==> src/rtl/ps2_scancode_rx.sv <==
// PS/2 device-to-host receiver: synchronizes and deglitches the PS/2 lines, deframes
// 11-bit frames, checks parity/stop, and buffers good bytes in a small FIFO.
module ps2_scancode_rx #(
    parameter int FILTER_LEN     = 8,
    parameter int TIMEOUT_CYCLES = 100000,
    parameter int FIFO_DEPTH     = 4
) (
    input  logic       clk_in,
    input  logic       reset,
    input  logic       ps2_clock,
    input  logic       ps2_data,
    output logic [7:0] scancode,
    output logic       valid,
    input  logic       ready,
    output logic       parity_err,
    output logic       frame_err,
    output logic       overflow,
    output logic       busy
);

    localparam int FW = $clog2(FILTER_LEN) + 1;
    localparam int TW = $clog2(TIMEOUT_CYCLES) + 1;
    localparam int AW = $clog2(FIFO_DEPTH);
    localparam int CW = AW + 1;
    localparam logic [FW-1:0] FLT_MAX = FW'(FILTER_LEN - 1);
    localparam logic [TW-1:0] TMO_MAX = TW'(TIMEOUT_CYCLES - 1);
    localparam logic [CW-1:0] FULL_CNT = CW'(FIFO_DEPTH);

    typedef enum logic [1:0] {
        IDLE   = 2'd0,
        DATA   = 2'd1,
        PARITY = 2'd2,
        STOP   = 2'd3
    } state_t;

    logic          clk_s1, clk_s2, dat_s1, dat_s2;
    logic          clk_f, clk_f_d;
    logic [FW-1:0] flt_cnt;
    logic          fall;

    state_t        state;
    logic [2:0]    bit_cnt;
    logic [7:0]    shift;
    logic          par_bit;
    logic [TW-1:0] tmo_cnt;
    logic          push;
    logic [7:0]    push_data;

    logic [7:0]    mem [FIFO_DEPTH];
    logic [AW-1:0] wr_ptr, rd_ptr;
    logic [CW-1:0] count;
    logic          pop, wr_en, full;

    always_ff @(posedge clk_in or negedge reset) begin
        if (!reset) begin
            clk_s1 <= 1'b1;
            clk_s2 <= 1'b1;
            dat_s1 <= 1'b1;
            dat_s2 <= 1'b1;
        end else begin
            clk_s1 <= ps2_clock;
            clk_s2 <= clk_s1;
            dat_s1 <= ps2_data;
            dat_s2 <= dat_s1;
        end
    end

    // Filtered clock only follows the synced line after FILTER_LEN stable disagreeing cycles.
    always_ff @(posedge clk_in or negedge reset) begin
        if (!reset) begin
            clk_f   <= 1'b1;
            clk_f_d <= 1'b1;
            flt_cnt <= '0;
        end else begin
            clk_f_d <= clk_f;
            if (clk_s2 != clk_f) begin
                if (flt_cnt == FLT_MAX) begin
                    clk_f   <= clk_s2;
                    flt_cnt <= '0;
                end else begin
                    flt_cnt <= flt_cnt + 1'b1;
                end
            end else begin
                flt_cnt <= '0;
            end
        end
    end

    assign fall = clk_f_d & ~clk_f;

    always_ff @(posedge clk_in or negedge reset) begin
        if (!reset) begin
            state      <= IDLE;
            bit_cnt    <= '0;
            shift      <= '0;
            par_bit    <= 1'b0;
            tmo_cnt    <= '0;
            parity_err <= 1'b0;
            frame_err  <= 1'b0;
            push       <= 1'b0;
            push_data  <= '0;
        end else begin
            parity_err <= 1'b0;
            frame_err  <= 1'b0;
            push       <= 1'b0;
            if (fall) begin
                tmo_cnt <= '0;
                case (state)
                    IDLE: begin
                        if (!dat_s2) begin
                            state   <= DATA;
                            bit_cnt <= '0;
                        end
                    end
                    DATA: begin
                        shift <= {dat_s2, shift[7:1]};
                        if (bit_cnt == 3'd7) begin
                            state <= PARITY;
                        end else begin
                            bit_cnt <= bit_cnt + 1'b1;
                        end
                    end
                    PARITY: begin
                        par_bit <= dat_s2;
                        state   <= STOP;
                    end
                    STOP: begin
                        // Odd parity: data plus parity bit must hold an odd number of ones.
                        if (!(^{shift, par_bit})) begin
                            parity_err <= 1'b1;
                        end else if (!dat_s2) begin
                            frame_err <= 1'b1;
                        end else begin
                            push      <= 1'b1;
                            push_data <= shift;
                        end
                        state <= IDLE;
                    end
                    default: state <= IDLE;
                endcase
            end else if (state == IDLE) begin
                tmo_cnt <= '0;
            end else if (tmo_cnt == TMO_MAX) begin
                frame_err <= 1'b1;
                state     <= IDLE;
                shift     <= '0;
                tmo_cnt   <= '0;
            end else begin
                tmo_cnt <= tmo_cnt + 1'b1;
            end
        end
    end

    assign busy  = (state != IDLE);
    assign valid = (count != '0);
    assign full  = (count == FULL_CNT);
    assign pop   = valid & ready;
    assign wr_en = push & (~full | pop);

    // Valid/ready: the head byte transfers in any cycle where valid and ready are both high.
    always_ff @(posedge clk_in or negedge reset) begin
        if (!reset) begin
            wr_ptr   <= '0;
            rd_ptr   <= '0;
            count    <= '0;
            overflow <= 1'b0;
            for (int i = 0; i < FIFO_DEPTH; i++) begin
                mem[i] <= '0;
            end
        end else begin
            if (wr_en) begin
                mem[wr_ptr] <= push_data;
                wr_ptr      <= wr_ptr + 1'b1;
            end
            if (pop) begin
                rd_ptr <= rd_ptr + 1'b1;
            end
            if (wr_en && !pop) begin
                count <= count + 1'b1;
            end else if (!wr_en && pop) begin
                count <= count - 1'b1;
            end
            if (push && full && !pop) begin
                overflow <= 1'b1;
            end
        end
    end

    always_comb begin
        scancode = 8'd0;
        if (valid) begin
            scancode = mem[rd_ptr];
        end
    end

endmodule

==> config.mk <==
export PLATFORM = sky130hd
export DESIGN_NAME = ps2_scancode_rx
export DESIGN_NICKNAME = d
export VERILOG_FILES = /design/src/rtl/ps2_scancode_rx.sv
export SDC_FILE = /design/constraint.sdc
export NUM_CORES = 1
export LEC_CHECK = 0
export ABC_AREA = 1
export BUFFER_PORTS_ARGS = -buffer_cell sky130_fd_sc_hd__clkbuf_2
export CAP_MARGIN = 10
export CORE_ASPECT_RATIO = 1.1
export CORE_UTILIZATION = 53
export CTS_CLUSTER_DIAMETER = 40
export DETAILED_ROUTE_END_ITERATION = 16
export HOLD_SLACK_MARGIN = 0.15
export PLACE_DENSITY = 0.78
export REMOVE_ABC_BUFFERS = 1
export SYNTH_ARGS = -nofsm -noshare
export SYNTH_HDL_FRONTEND = slang
export SYNTH_SLANG_ARGS = --single-unit
==> constraint.sdc <==
create_clock -name clk_in -period 1.8 [get_ports clk_in]
set_input_delay 0.45 -clock clk_in [delete_from_list [all_inputs] [get_ports clk_in]]
set_output_delay 0.45 -clock clk_in [all_outputs]
set_load 0.01 [all_outputs]
==> impl_metrics.ini, run 1 <==
[cts]
cts_tree = done
htree_levels = 3
cts_sinks = 93
cts_buffer_depth = 2
clkTransAtPathRegs_ns = 0.10
cts-root-buf = clkbuf_8
clk_latency_ns = 0.38
cts_buffers = 9

[routing]
num_vias = 3523
viasPerCell = 5.21
wirelength_um = 8840
route.detailed.drc = 0
firstDrtPassIters = 4
drt_iter0_drc = 133
wl_per_cell_um = 13.1
ant_nets = 0

[power]
ir_drop_mv = 0.381
clkPwrFrac_pct = 26.5
p_leak_nw = 2.64
finalPower_mw = 5.12
sequentialPowerShare_pct = 45.3
p_sw_share_pct = 34.2
combPwrFrac_pct = 28.1
pwr_density_cell_nw_per_um2 = 964
p_int_mw = 3.37
switchingPower_mw = 1.75

[critical_path]
crit_fanout = 8
cp.required_ns = 1.35
path_class = flip-flop to output pin
worst-path-buf-inv = 2
worst_setup_path_end_kind = output pin
startpoint_type = flip-flop
path_cells = clkinvlp_4 -> a21oi_2 -> o21ai_1 -> a21oi_1 -> buf_2
cpMaxStageDelayCell = dfrtp_2
worstPathArrival_ns = 1.61
path_delay_family = flip-flops
cp_slowest_stage_delay_ns = 0.44

[timing]
setup_slack_ns = -0.264
setup_viol = 9
fmax_mhz = 485
period_needed_ns = 2.06
hold_viol = 0
fin_hold_ws_ns = 0.361
rsz0062_at_grt = true
skew_ns = 0.0174
slew_headroom_pct = 72.1
worstMarginPinSlew_ns = 0.419
drv_slew = 0
fin_crit_sh_pct = 115

[placement]
gp_congestion = 0.835
dp_hpwl_um = 6380
io_buffers = 17
place_area_um2 = 4970

[logic_synthesis]
synth_enable_flop_cells = 0
async_reset_ff_share_pct = 100
ys_types = 40
synth-main-ff-cell = dfrtp_1
synth_cells = 511
ys_seq_elements = 93
syn_avg_cell_area_um2 = 9.03
yosys_warnings = 0
netlist_area_um2 = 4610
synth_seq_area_share_pct = 50.6

[floorplan]
ios = 18
core_area_um2 = 8410
placementRows = 35
dieArea_um2 = 9080
die_x_um = 91.0
die_h_um = 99.9
initial_utilization_pct = 54.9

[job]
maxCapViolCount = 0

[grt]
grt_first_pass_wirelength_um = 15700
grt-ovfl-total = 0
grt_pass1_vias = 3618
grt_max_degree = 44
antenna_found_initial = 0
grtUsageTotal_pct = 21.5

[finish]
area_growth_syn_to_layout_pct = 15.2
nets = 579
stdcell_area_um2 = 5310
diodes = 0
fin_util_pct = 63.2
drive_above_1_share_pct = 24.1
fillCellCount = 672

[outcome]
outcome = complete, but fails checks
violations = negative setup slack

[min_path]
holdCritPathClass = flip-flop to flip-flop
[Yosys cell counts (all sizes together), types with 3 or more instances]
master	n	area [µm²]
inv	68	255
xnor2	6	52.6
dfrtp	87	2180
o21ai	46	238
dfstp	6	158
nor2	48	239
nand2	113	457
ha	13	163
nand3	20	110
xor2	10	87.6
nand4	19	125
mux2	18	203
clkbuf	3	11.3
a21oi	28	140
nor3	4	25.0
buf	8	58.8
[stage by stage]
stage	setup WS (ns)	setup TNS [ns]	instances
4_1_cts	-0.285	-2.18	675
3_5_place_dp	-0.182	-0.286	650
6_report	-0.264	-1.90	676
5_1_grt	-0.380	-2.76	676
3_3_place_gp	-0.0702	-0.117	650
2_1_floorplan	-0.254	-0.415	500
[area by class of cell]
type	instances	area, µm²	share of cell area, %
flip-flops and latches	93	2340	44.0
inverters	70	272	5.11
multi-input cells	337	2010	37.7
clock buffers	9	124	2.33
repair inverters	1	7.51	0.141
clock inverters	7	65.1	1.22
well taps	111	139	2.61
repair buffers	48	365	6.88
[cell families (layout without fill, tap and decap cells)]
logic type | Yosys count | in the layout | share of synthesized area, %
AND/OR/NAND/NOR | 213 | 213 | 22.2
flip-flops | 93 | 93 | 50.6
buffers and inverters | 81 | 135 | 7.21
AO/OA/AOI/OAI | 76 | 76 | 8.62
multiplexers | 18 | 18 | 4.39
XOR/XNOR | 16 | 16 | 3.04
adder cells (fa/ha/maj) | 14 | 14 | 3.96
[registers in the layout, summed over array words and instances, names as in the netlist, 2 cells and up]
name / cells
push_data: 8
count: 3
state: 2
shift: 8
rd_ptr: 2
flt_cnt: 4
bit_cnt: 3
mem: 32
tmo_cnt: 18
wr_ptr: 2
[what timing repair did]
item | in CTS | in global routing
hold buffers | 3 | 0
gates resized for setup | 15 | 14
setup buffers | 5 | 1
gates cloned | 1 | 0
endpoints found under the hold margin | 27 | 0
pin swaps | 5 | 5
endpoints found under the setup margin | 11 | 13
[layout by cell type (no fill, tap or decap), drive strengths merged]
master / instances
nand2: 113
dfrtp: 87
inv: 71
nor2: 48
o21ai: 46
buf: 32
a21oi: 28
clkbuf: 22
nand3: 20
nand4: 19
mux2: 18
ha: 13
xor2: 10
xnor2: 6
dfstp: 6
clkinvlp: 4
nor3: 4
dlygate4sd3: 3
clkinv: 3
nand3b: 2
or2: 2
nor4: 2
and3: 1
nor3b: 1
and2: 1
a211oi: 1
o21bai: 1
fa: 1
[power groups by stage]
stage / logic, mW / clock network (mW) / registers (mW)
final: 1.44 / 1.36 / 2.32
after global routing: 1.59 / 1.48 / 2.33
after CTS: 1.38 / 1.39 / 2.31
after detailed placement: 1.27 / 0 / 2.34
after global placement: 1.23 / 0 / 2.33
after floorplan: 0.683 / 0 / 2.37
[layer usage]
layer	up-vias	wire (µm)	track usage [%]	share of wire (%)
met5	-	0	0	0
met4	0	165	9.52	1.9
met3	17	187	3.18	2.1
met2	58	4460	38.7	50
met1	1702	4030	25.8	46
li1	1746	-	-	-
[worst register-to-register path: stages, from the launching register on]
cell      delay, ns
dfrtp_1        0.41
nor2_4         0.14
nand2_2        0.08
clkinv_2       0.07
nor2_4         0.03
inv_1          0.05
ha_2           0.17
inv_2          0.04
fa_2           0.34
a21oi_2        0.12
o21ai_1        0.09
xor2_1         0.15
[path summary, 6_finish.rpt]
path | startpoint | end | slack [ns] | cells past startpoint
max in group asynchronous | reset | par_bit | 0.69 | 3
worst min register to register | clk_s1 | clk_s2 | 0.36 | 0
min in group asynchronous | reset | rd_ptr[0] | 0.55 | 2
worst max register to register | count[1] | count[2] | -0.01 | 11
worst min-delay path | clk_s1 | clk_s2 | 0.36 | 0
worst max-delay path | rd_ptr[0] | scancode[6] | -0.26 | 5
Power figures use the tool's default switching activity.
==> inputs of run 2 (changes only) <==
- CORE_ASPECT_RATIO: 1.1 -> unset
==> impl_metrics.ini, run 2 (synthesized netlist as in run 1, its figures left out) <==
[critical_path]
crit_fanout = 8
path_delay_family = flip-flops
startpoint = rd_ptr[0]
ff2ff_path_depth = 9
cpMaxStageDelayCell = dfrtp_2
worst_setup_path_end_kind = output pin
cp_slowest_stage_delay_ns = 0.41
worst-path-buf-inv = 3
startpoint_type = flip-flop
path_cells = inv_2 -> buf_8 -> a21oi_2 -> o21ai_0 -> a21oi_1 -> buf_2
worstPathArrival_ns = 1.54
cp.required_ns = 1.35
path_class = flip-flop to output pin
reg2reg_from = count[0]
cp.depth = 6

[timing]
fin_crit_sh_pct = 111
period_needed_ns = 1.99
worstMarginPinSlew_ns = 0.349
rsz0062_at_grt = true
skew_ns = 0.0169
fmax_mhz = 501
hold_viol = 0
drv_slew = 0
fin_tns_setup_ns = -1.41
setup_slack_ns = -0.195
fin_hold_ws_ns = 0.360
setup_viol = 10
slew_headroom_pct = 76.5

[power]
p_leak_nw = 2.70
ir_drop_mv = 0.527
pwr_density_cell_nw_per_um2 = 1010

[floorplan]
die_x_um = 95.3
core_area_um2 = 8300
placementRows = 33
ios = 18
die_h_um = 95.3
dieArea_um2 = 9080
initial_utilization_pct = 55.6

[min_path]
hp-start = dat_s1
min_path_cells = 0
holdCritPathClass = flip-flop to flip-flop

[routing]
drt_iter0_drc = 203
num_vias = 3584
ant_nets = 0
route.detailed.drc = 0
wl_per_cell_um = 13.9
wirelength_um = 9370
firstDrtPassIters = 4
viasPerCell = 5.33

[finish]
diodes = 0
nets = 582
regMostFlops = mem
final_cell_mix = nand2_1 (104), dfrtp_1 (86), inv_1 (61)
area_growth_syn_to_layout_pct = 18.0
largest_reg_flops = 32
drive_above_1_share_pct = 26.2
layout_commonest_cell = nand2_1
fin_util_pct = 65.6
reg.largest.list = mem x32, tmo_cnt x18
fin_cells = 673

[grt]
grt_max_degree = 37
grt_pass1_vias = 3417
antenna_found_initial = 0
grtUsageTotal_pct = 22.0
grt-ovfl-total = 0
grt_first_pass_wirelength_um = 15200

[cts]
htree_levels = 3
cts_sinks = 93
cts_buffer_depth = 2
clk_latency_ns = 0.37
cts_buffers = 9
clkTransAtPathRegs_ns = 0.10
cts-root-buf = clkbuf_8
cts_tree = done

[placement]
dp_hpwl_um = 6210
gp_congestion = 0.831
place_ws_ns = -0.150
io_buffers = 17
placed_cells = 645

[outcome]
violations = negative setup slack
outcome = complete, but fails checks

[job]
maxCapViolCount = 0
[run 2: path summary, 6_finish.rpt]
path,slack (ns),end
worst min-delay path,0.36,dat_s2
worst min register to register,0.36,dat_s2
worst max register to register,-0.08,count[1]
min in group asynchronous,0.53,count[0]
max in group asynchronous,0.69,dat_s1
worst max-delay path,-0.19,scancode[3]
[run 2: final cells by class]
type	count	area, µm²
clock buffer	9	124
clock inverter	7	90.1
fill	624	2860
inverter	70	269
multi-input combinational	337	2050
sequential	93	2340
tap	105	131
timing repair buffer	52	445
[run 2: what timing repair did]
item | in CTS | in global routing
hold buffers | 2 | 1
gates resized for setup | 20 | 39
endpoints found under the hold margin | 20 | 1
buffers inserted | 1 | 6
endpoints found under the setup margin | 10 | 12
gates cloned | 0 | 2
pin swaps | 7 | 12
[run 2: through the flow]
step / cell area (µm²) / total power, mW
6_report: 5440 / 5.52
5_1_grt: 5440 / 5.81
4_1_cts: 5250 / 5.20
3_5_place_dp: 4970 / 3.63
3_3_place_gp: 4970 / 3.57
2_1_floorplan: 4540 / 3.06
[run 2: where the power goes]
part | leakage (nW) | internal, mW | switching, mW | total (mW)
clock network | 0.108 | 0.673 | 0.786 | 1.46
registers | 1.17 | 2.22 | 0.0809 | 2.30
logic | 1.42 | 0.785 | 0.973 | 1.76
[run 2: layer usage]
layer,part of all wire (%),global-route usage (%)
met5,0,0
met4,1.7,6.19
met3,4.7,5.66
met2,50,38.1
met1,43,26.9
